==> config.mk <==
export PLATFORM = sky130hd
export DESIGN_NAME = mem_access_unit
export DESIGN_NICKNAME = d
export VERILOG_FILES = /design/src/rtl/mem_access_unit.sv
export SDC_FILE = /design/constraint.sdc
export NUM_CORES = 1
export LEC_CHECK = 0
export CELL_PAD_IN_SITES_DETAIL_PLACEMENT = 0
export CELL_PAD_IN_SITES_GLOBAL_PLACEMENT = 1
export CORE_UTILIZATION = 33
export CTS_BUF_LIST = sky130_fd_sc_hd__clkbuf_16
export DETAILED_ROUTE_END_ITERATION = 10
export PLACE_DENSITY = 0.84
export SETUP_SLACK_MARGIN = 0.15
export SYNTH_ARGS = -nofsm -noshare
export SYNTH_HDL_FRONTEND = slang
export SYNTH_SLANG_ARGS = --single-unit
==> constraint.sdc <==
create_clock -name CLK -period 2.9 [get_ports CLK]
set_input_delay 0.29 -clock CLK [delete_from_list [all_inputs] [get_ports CLK]]
set_output_delay 0.29 -clock CLK [all_outputs]
set_load 0.02 [all_outputs]
==> src/rtl/mem_access_unit.sv <==
// mem_access_unit: load/store sequencer between the multi-cycle CPU datapath
// and a variable-latency data memory. One access per accept: a legal request
// runs a req/ack handshake, while an illegal or misaligned one faults at once.
// Every output is driven straight from a register.

module mem_access_unit #(
    parameter int TIMEOUT = 16
) (
    input  logic        CLK,
    input  logic        RSTn,
    input  logic        req_read,
    input  logic        req_write,
    input  logic [2:0]  funct3,
    input  logic [31:0] addr,
    input  logic [31:0] wdata,
    output logic        mem_req,
    output logic        mem_we,
    output logic [31:0] mem_addr,
    output logic [3:0]  mem_be,
    output logic [31:0] mem_wdata,
    input  logic        mem_ack,
    input  logic [31:0] mem_rdata,
    output logic [31:0] rdata,
    output logic        busy,
    output logic        done,
    output logic        fault
);

    // Wait counter only has to reach TIMEOUT-1.
    localparam int CW = (TIMEOUT > 1) ? $clog2(TIMEOUT) : 1;
    localparam logic [CW-1:0] CNT_LAST = (TIMEOUT > 0) ? CW'(TIMEOUT - 1) : {CW{1'b0}};

    typedef enum logic [1:0] {
        ST_IDLE = 2'd0,
        ST_REQ  = 2'd1,
        ST_DONE = 2'd2
    } state_t;

    // Request legality: loads allow B/H/W/BU/HU, stores only B/H/W.
    function automatic logic req_legal_f(input logic is_wr, input logic [2:0] f3);
        logic ok;
        case (f3)
            3'b000, 3'b001, 3'b010: ok = 1'b1;
            3'b100, 3'b101:         ok = ~is_wr;
            default:                ok = 1'b0;
        endcase
        return ok;
    endfunction

    // Natural alignment check for the access size encoded in f3[1:0].
    function automatic logic aligned_f(input logic [2:0] f3, input logic [1:0] off);
        logic ok;
        case (f3[1:0])
            2'b00:   ok = 1'b1;
            2'b01:   ok = ~off[0];
            2'b10:   ok = (off == 2'b00);
            default: ok = 1'b0;
        endcase
        return ok;
    endfunction

    // Byte-lane enable mask for the access.
    function automatic logic [3:0] lane_be_f(input logic [2:0] f3, input logic [1:0] off);
        logic [3:0] be;
        case (f3[1:0])
            2'b00:   be = 4'b0001 << off;
            2'b01:   be = 4'b0011 << off;
            2'b10:   be = 4'b1111;
            default: be = 4'b0000;
        endcase
        return be;
    endfunction

    // Store data replicated across all lanes; the mask selects the live ones.
    function automatic logic [31:0] store_data_f(input logic [2:0] f3, input logic [31:0] wd);
        logic [31:0] d;
        case (f3[1:0])
            2'b00:   d = {4{wd[7:0]}};
            2'b01:   d = {2{wd[15:0]}};
            2'b10:   d = wd;
            default: d = 32'd0;
        endcase
        return d;
    endfunction

    // Pick the addressed byte/halfword out of the read word and extend it.
    function automatic logic [31:0] load_data_f(input logic [2:0] f3, input logic [1:0] off,
                                               input logic [31:0] rw);
        logic [7:0]  b;
        logic [15:0] h;
        logic [31:0] d;
        case (off)
            2'b00:   b = rw[7:0];
            2'b01:   b = rw[15:8];
            2'b10:   b = rw[23:16];
            2'b11:   b = rw[31:24];
            default: b = 8'd0;
        endcase
        h = off[1] ? rw[31:16] : rw[15:0];
        case (f3)
            3'b000:  d = {{24{b[7]}}, b};
            3'b001:  d = {{16{h[15]}}, h};
            3'b010:  d = rw;
            3'b100:  d = {24'd0, b};
            3'b101:  d = {16'd0, h};
            default: d = 32'd0;
        endcase
        return d;
    endfunction

    state_t       state_r, state_s;
    logic [CW-1:0] cnt_r, cnt_s;
    logic         is_load_r, is_load_s;
    logic [2:0]   funct3_r, funct3_s;
    logic [1:0]   off_r, off_s;
    logic         mem_req_r, mem_req_s;
    logic         mem_we_r, mem_we_s;
    logic [31:0]  mem_addr_r, mem_addr_s;
    logic [3:0]   mem_be_r, mem_be_s;
    logic [31:0]  mem_wdata_r, mem_wdata_s;
    logic [31:0]  rdata_r, rdata_s;
    logic         busy_r, busy_s;
    logic         done_r, done_s;
    logic         fault_r, fault_s;

    // Next-state and next-output decode for the IDLE/REQ/DONE sequencer.
    always_comb begin
        state_s     = state_r;
        cnt_s       = cnt_r;
        is_load_s   = is_load_r;
        funct3_s    = funct3_r;
        off_s       = off_r;
        mem_req_s   = mem_req_r;
        mem_we_s    = mem_we_r;
        mem_addr_s  = mem_addr_r;
        mem_be_s    = mem_be_r;
        mem_wdata_s = mem_wdata_r;
        rdata_s     = rdata_r;
        done_s      = 1'b0;
        fault_s     = 1'b0;

        case (state_r)
            ST_IDLE: begin
                if (req_write || req_read) begin
                    // Write wins when both requests are raised together.
                    is_load_s = ~req_write;
                    funct3_s  = funct3;
                    off_s     = addr[1:0];
                    if (req_legal_f(req_write, funct3) && aligned_f(funct3, addr[1:0])) begin
                        state_s     = ST_REQ;
                        cnt_s       = {CW{1'b0}};
                        mem_req_s   = 1'b1;
                        mem_we_s    = req_write;
                        mem_addr_s  = {addr[31:2], 2'b00};
                        mem_be_s    = lane_be_f(funct3, addr[1:0]);
                        mem_wdata_s = req_write ? store_data_f(funct3, wdata) : 32'd0;
                    end else begin
                        // Bad request never touches memory.
                        state_s = ST_DONE;
                        done_s  = 1'b1;
                        fault_s = 1'b1;
                    end
                end else begin
                    state_s = ST_IDLE;
                end
            end

            ST_REQ: begin
                if (mem_ack) begin
                    state_s     = ST_DONE;
                    done_s      = 1'b1;
                    mem_req_s   = 1'b0;
                    mem_we_s    = 1'b0;
                    mem_addr_s  = 32'd0;
                    mem_be_s    = 4'b0000;
                    mem_wdata_s = 32'd0;
                    if (is_load_r) begin
                        rdata_s = load_data_f(funct3_r, off_r, mem_rdata);
                    end else begin
                        rdata_s = rdata_r;
                    end
                end else if ((TIMEOUT != 0) && (cnt_r == CNT_LAST)) begin
                    // Memory never answered: give up, rdata keeps its old value.
                    state_s     = ST_DONE;
                    done_s      = 1'b1;
                    fault_s     = 1'b1;
                    mem_req_s   = 1'b0;
                    mem_we_s    = 1'b0;
                    mem_addr_s  = 32'd0;
                    mem_be_s    = 4'b0000;
                    mem_wdata_s = 32'd0;
                end else begin
                    cnt_s = cnt_r + 1'b1;
                end
            end

            ST_DONE: begin
                state_s = ST_IDLE;
            end

            default: begin
                state_s     = ST_IDLE;
                mem_req_s   = 1'b0;
                mem_we_s    = 1'b0;
                mem_addr_s  = 32'd0;
                mem_be_s    = 4'b0000;
                mem_wdata_s = 32'd0;
            end
        endcase

        busy_s = (state_s != ST_IDLE);
    end

    // State register with synchronous active-low reset.
    always_ff @(posedge CLK) begin
        if (!RSTn) begin
            state_r <= ST_IDLE;
        end else begin
            state_r <= state_s;
        end
    end

    // Datapath and output registers; reset aborts any access in flight.
    always_ff @(posedge CLK) begin
        if (!RSTn) begin
            cnt_r       <= {CW{1'b0}};
            is_load_r   <= 1'b0;
            funct3_r    <= 3'b000;
            off_r       <= 2'b00;
            mem_req_r   <= 1'b0;
            mem_we_r    <= 1'b0;
            mem_addr_r  <= 32'd0;
            mem_be_r    <= 4'b0000;
            mem_wdata_r <= 32'd0;
            rdata_r     <= 32'd0;
            busy_r      <= 1'b0;
            done_r      <= 1'b0;
            fault_r     <= 1'b0;
        end else begin
            cnt_r       <= cnt_s;
            is_load_r   <= is_load_s;
            funct3_r    <= funct3_s;
            off_r       <= off_s;
            mem_req_r   <= mem_req_s;
            mem_we_r    <= mem_we_s;
            mem_addr_r  <= mem_addr_s;
            mem_be_r    <= mem_be_s;
            mem_wdata_r <= mem_wdata_s;
            rdata_r     <= rdata_s;
            busy_r      <= busy_s;
            done_r      <= done_s;
            fault_r     <= fault_s;
        end
    end

    assign mem_req   = mem_req_r;
    assign mem_we    = mem_we_r;
    assign mem_addr  = mem_addr_r;
    assign mem_be    = mem_be_r;
    assign mem_wdata = mem_wdata_r;
    assign rdata     = rdata_r;
    assign busy      = busy_r;
    assign done      = done_r;
    assign fault     = fault_r;

endmodule

### Yosys cells after proc, flatten, opt, wreduce, memory -nomap -nowiden

Cells that the tools add are included.

* register bits: 117
* output and inout port bits: 105
* logic and storage cells: 107

* add/subtract/negate cells: 1
* equal/unequal tests: 21
* shift-type cells: 2
* muxes and demuxes: 50
* bitwise operators: 3
* reduce and logical (&&, ||, !) cells: 16

Operators with widths (count)
* $pmux 32 s3: 3
* $mux 32: 7
* $pmux 32 s5: 1
* $mux 4: 8
* $pmux 8 s4: 1
* $pmux 4 s3: 2
* $mux 16: 1
* $mux 1: 15
* $eq 3x3->1 const B: 4
* $pmux 1 s3: 3
* $eq 2x2->1 const B: 4
* $logic_not 2->1: 4
* $mux 2: 4
* $ne 2x2->1 const B: 4
* $pmux 4 s2: 1
* $eq 2x1->1 const B: 3
* $eq 3x1->1 const B: 2
* $eq 3x2->1 const B: 2
* $logic_not 3->1: 2
* $pmux 1 s2: 3
* $reduce_and 5->1: 1
* $add 4x1->4 const B: 1
* $eq 4x4->1 const B: 1
* $pmux 2 s2: 1
* 12 further kinds: 15

### Depth between registers and ports, before layout

* word-level depth: 10
* mapped depth: 7
* depth with buffers taken out: 5

### Worst setup path before layout

Ideal clock, no wire load.

* path type: input to register
* start: input funct3[0]
* end: register mem_addr_r[21] (netlist: mem_addr[21])
* setup time: 117 ps
* arrival time: 1712 ps
* required time: 2783 ps
* setup slack: 1072 ps
* stages on the path: 7
* path through: buf_2 or4_4 a211oi_1 o31ai_1 buf_2 buf_6 a22o_1

* word-level cells in the longest chain between the ends: 8
* elaborated cells between the ends (all ways): 19
* those cells by class: eq/ne: 7; mux: 6; reduce/logical: 6

Ends and longest elaborated chain
* start: declaration: RTL line 13 `input logic [2:0] funct3,`
* $eq 3x1->1, or another cell as far along: RTL line 42 `case (f3)`
* $reduce_or 3->1 or $reduce_or 2->1 (tied branches): RTL line 42
* $pmux 1 s2: RTL line 42
* $mux 1: RTL line 144 `if (req_write || req_read) begin`
* $mux 1: RTL line 142 `case (state_r)`
* $logic_and 1x1->1 (*): RTL line 149 `if (req_legal_f(req_write, funct3) && aligned_f(funct3, addr[1:0])) begin`
* $ne 2x2->1 (no source line) (*)
* $reduce_and 4->1 (no source line) (*)
* end signal: assignment: RTL line 246 `mem_addr_r <= mem_addr_s;`
* end: declaration: RTL line 118 `logic [31:0] mem_addr_r, mem_addr_s;`

Every way passes the cells marked *; elsewhere a longest branch is shown, timed or not. The select of a mux whose other input is x is not followed.
A chain may end at the register's enable or synchronous reset.

### Worst setup path in the final report

* start: input addr[1]
* end: register mem_wdata_r[4] (netlist: mem_wdata[4])

* word-level cells in the longest chain between the ends: 7

Ends and longest elaborated chain
* start: declaration: RTL line 14 `input logic [31:0] addr,`
* $logic_not 2->1: RTL line 56 `2'b10: ok = (off == 2'b00);`
* $pmux 1 s3: RTL line 53 `case (f3[1:0])`
* $mux 1: RTL line 144
* $mux 1: RTL line 142
* $logic_and 1x1->1: RTL line 149
* $ne 2x2->1 (no source line)
* $reduce_and 4->1 (no source line)
* end signal: assignment: RTL line 248 `mem_wdata_r <= mem_wdata_s;`
* end: declaration: RTL line 120 `logic [31:0] mem_wdata_r, mem_wdata_s;`

Every way passes these cells. The select of a mux whose other input is x is not followed.

==> metrics.txt <==
status finished clean; Slew @ Worst Pin ~0.7 ns; Port Buffers 206; Seq/Total Area, Yosys 0.4870; drt total wl 15.30 mm; CTS Hold Bufs 0; top cell type's share of synthesized area 0.4870; First-pass DRT Iterations 5; CTS tree yes; IO Count 209; fin crit share 0.7804; worst-path cell chain clkdlybuf4s50_1 -> or4_4 -> a211oi_1 -> o31ai_4 -> buf_4 -> a22o_1; worst hold path type reg2reg; total negative slack 0 ns; placed instance count between 800 and 900; drt wl/cell 17.68 um; Syn-to-layout area delta 56.75%; WP data required 3.20 ns; post-CTS repair timing setup buffer count 0; # rows 43; number of gates resized after CTS 0; CTS Root Cell clkbuf_16; Leakage about 2.8 nW; largest net degree at the start of global routing 46; register-to-register setup slack approximately 0.70 ns; Top FF cell, synth dfxtp_1; fin util 0.5317; Worst slew margin 0.5247; ANT nets after route 0; synth cell count leaders 115 x dfxtp_1, 66 x a22o_1, 44 x nand2_1; slowest stage cell, crit path or4_4; via count around 4.6k; Global Route Usage Sum 0.2110; Synth Warn # 0; Post-synth EDFFs 0; first-pass GRT wire length approximately 24 mm; top post-synthesis cells by area dfxtp_1 49%, a22o_1 12%, a21oi_1 3.9%; syn_area_per_cell about 9.9 um^2; Vias/cell roughly 5.3; CP startpoint kind primary input; Nets roughly 800; Die H around 120 um; layout cell share with drive strength beyond 1 0.07007; Final setup viols 0; Die Width around 120 um; minimum clock period about 2.3 ns; drt initial violations around 320; Die ar. between 0.01 and 0.015 mm^2; Top Family by Delay on Critical Path buffers and inverters; ys async rst share 0; Starting Density 0.3392; arrival time worst endpoint between 2 and 3 ns; non-filler instance count after layout between 800 and 900; Final Hold Fails 0; #FFs+latches synth 115; core area approximately 0.014 mm^2; fmax between 0.4 and 0.5 GHz; RSZ-0062 raised after global routing false; peak supply drop 0.0003195 V; top-count cell post-synth dfxtp_1; fillers about 1.2k; Cells after Synth between 400 and 500; pwr/cell area approximately 570 mW/mm^2; number of max-cap violations 0; Max Slew Vio Count 0; CTS clk-pin slew, worst paths roughly 0.05 ns; CTS Buf Count 17; Setup CP Type in2reg; gr ovfl total 0; critical path endpoint category flip-flop; Ant. Diodes 0; routability cong. a little over 0.8; Layout Skew 0.006376 ns; crit-path max FO between 40 and 50; CTS sink count about 120; peak per-stage delay on the critical path 0.61 ns; initial antenna violation count 0; Netlist cell types 47; # DRC 0; H-Tree Depth 4; clk_lat worst skew between 0.4 and 0.5 ns; synthesized area between 0.004 and 0.005 mm^2; HPWL Detailed 11.38 mm; clk buf depth 2; vias in the first global route ~4.6k; Buf+Inv Stages, Crit Path 2; post-synth top area cell dfxtp_1
[worst reg2reg max path, cell delays in order, from the launching register on]
cell	delay, ns
dfxtp_1	0.68
nand2b_1	0.33
or2_2	0.42
a211oi_4	0.31
buf_4	0.26
a221o_1	0.13
[power breakdown]
part           switching [mW]  total [mW]  internal, mW
registers              0.0535        1.70          1.65
logic                   0.351       0.702         0.351
clock network           0.673        1.80          1.13
[cells by family (layout without fill, tap and decap cells)]
group	count (synthesis)	in the layout	synth area share
muxes	13	13	0.03018
buffers and inverters	43	250	0.04950
xor gates and xnor gates	3	3	0.005560
other	1	2	0.0007933
adders and majority gates	1	1	0.002646
DFF	115	115	0.4870
and+or+nand+nor	113	113	0.1207
AOI/OAI and AO/OA	188	188	0.3036
[flip-flops by register name, summed over array words and instances (netlist names), 2 cells and up]
name	cells
mem_be	4
funct3_r	3
mem_addr	30
mem_wdata	32
off_r	2
rdata	32
state_r	2
cnt_r	4
[through the flow]
step	hold WS (ns)	instance area (um^2)	total power [mW]	setup slack, ns
final	0.4439	7410	4.210	0.6368
after global routing	0.4672	7410	4.381	0.5533
after CTS	0.4503	7410	4.258	0.6594
after detailed placement	0.4381	6905	2.433	0.2296
after global placement	0.4340	6905	2.425	0.3174
after floorplan	0.3866	4731	2.087	1.072
[cell type report]
type / count / area (um^2) / share of cell area
repair buffers: 218 / 2152 / 0.2904
flip-flops and latches: 115 / 2302 / 0.3107
clock buffers: 17 / 425.4 / 0.05741
multi-input cells: 320 / 2215 / 0.2989
clock inverters: 12 / 78.83 / 0.01064
inverters: 3 / 11.26 / 0.001520
well taps: 180 / 225.2 / 0.03040
[metal layers]
metal  vias up  wire length [um]  global-route usage  share of wire
met5         -                 0                   0              0
met4         0               432              0.1057          0.028
met3        28              1357             0.07491          0.089
met2       215              7057              0.3445           0.46
met1      2138              6450              0.2439           0.42
li1       2196                 -                   -              -
[layout by cell type (no fill, tap or decap), drive strengths merged, types with 8 or more instances in the layout]
| master | count |
|---|---|
| clkdlybuf4s50 | 206 |
| dfxtp | 115 |
| a22o | 66 |
| nand2 | 44 |
| a21oi | 37 |
| o21ai | 24 |
| nor2 | 22 |
| a221o | 17 |
| clkbuf | 17 |
| nand2b | 13 |
| nor2b | 12 |
| mux2i | 12 |
| buf | 12 |
| o211ai | 9 |
| o2bb2ai | 8 |
[final timing paths]
| check | start | end | depth (start not counted) |
|---|---|---|---|
| max reg2reg | funct3_r[0] | rdata[30] | 5 |
| max | addr[1] | mem_wdata[4] | 6 |
| min | rdata[1] | rdata[1] | 2 |
| min reg2reg | rdata[1] | rdata[1] | 2 |
Power figures use the tool's default switching activity.
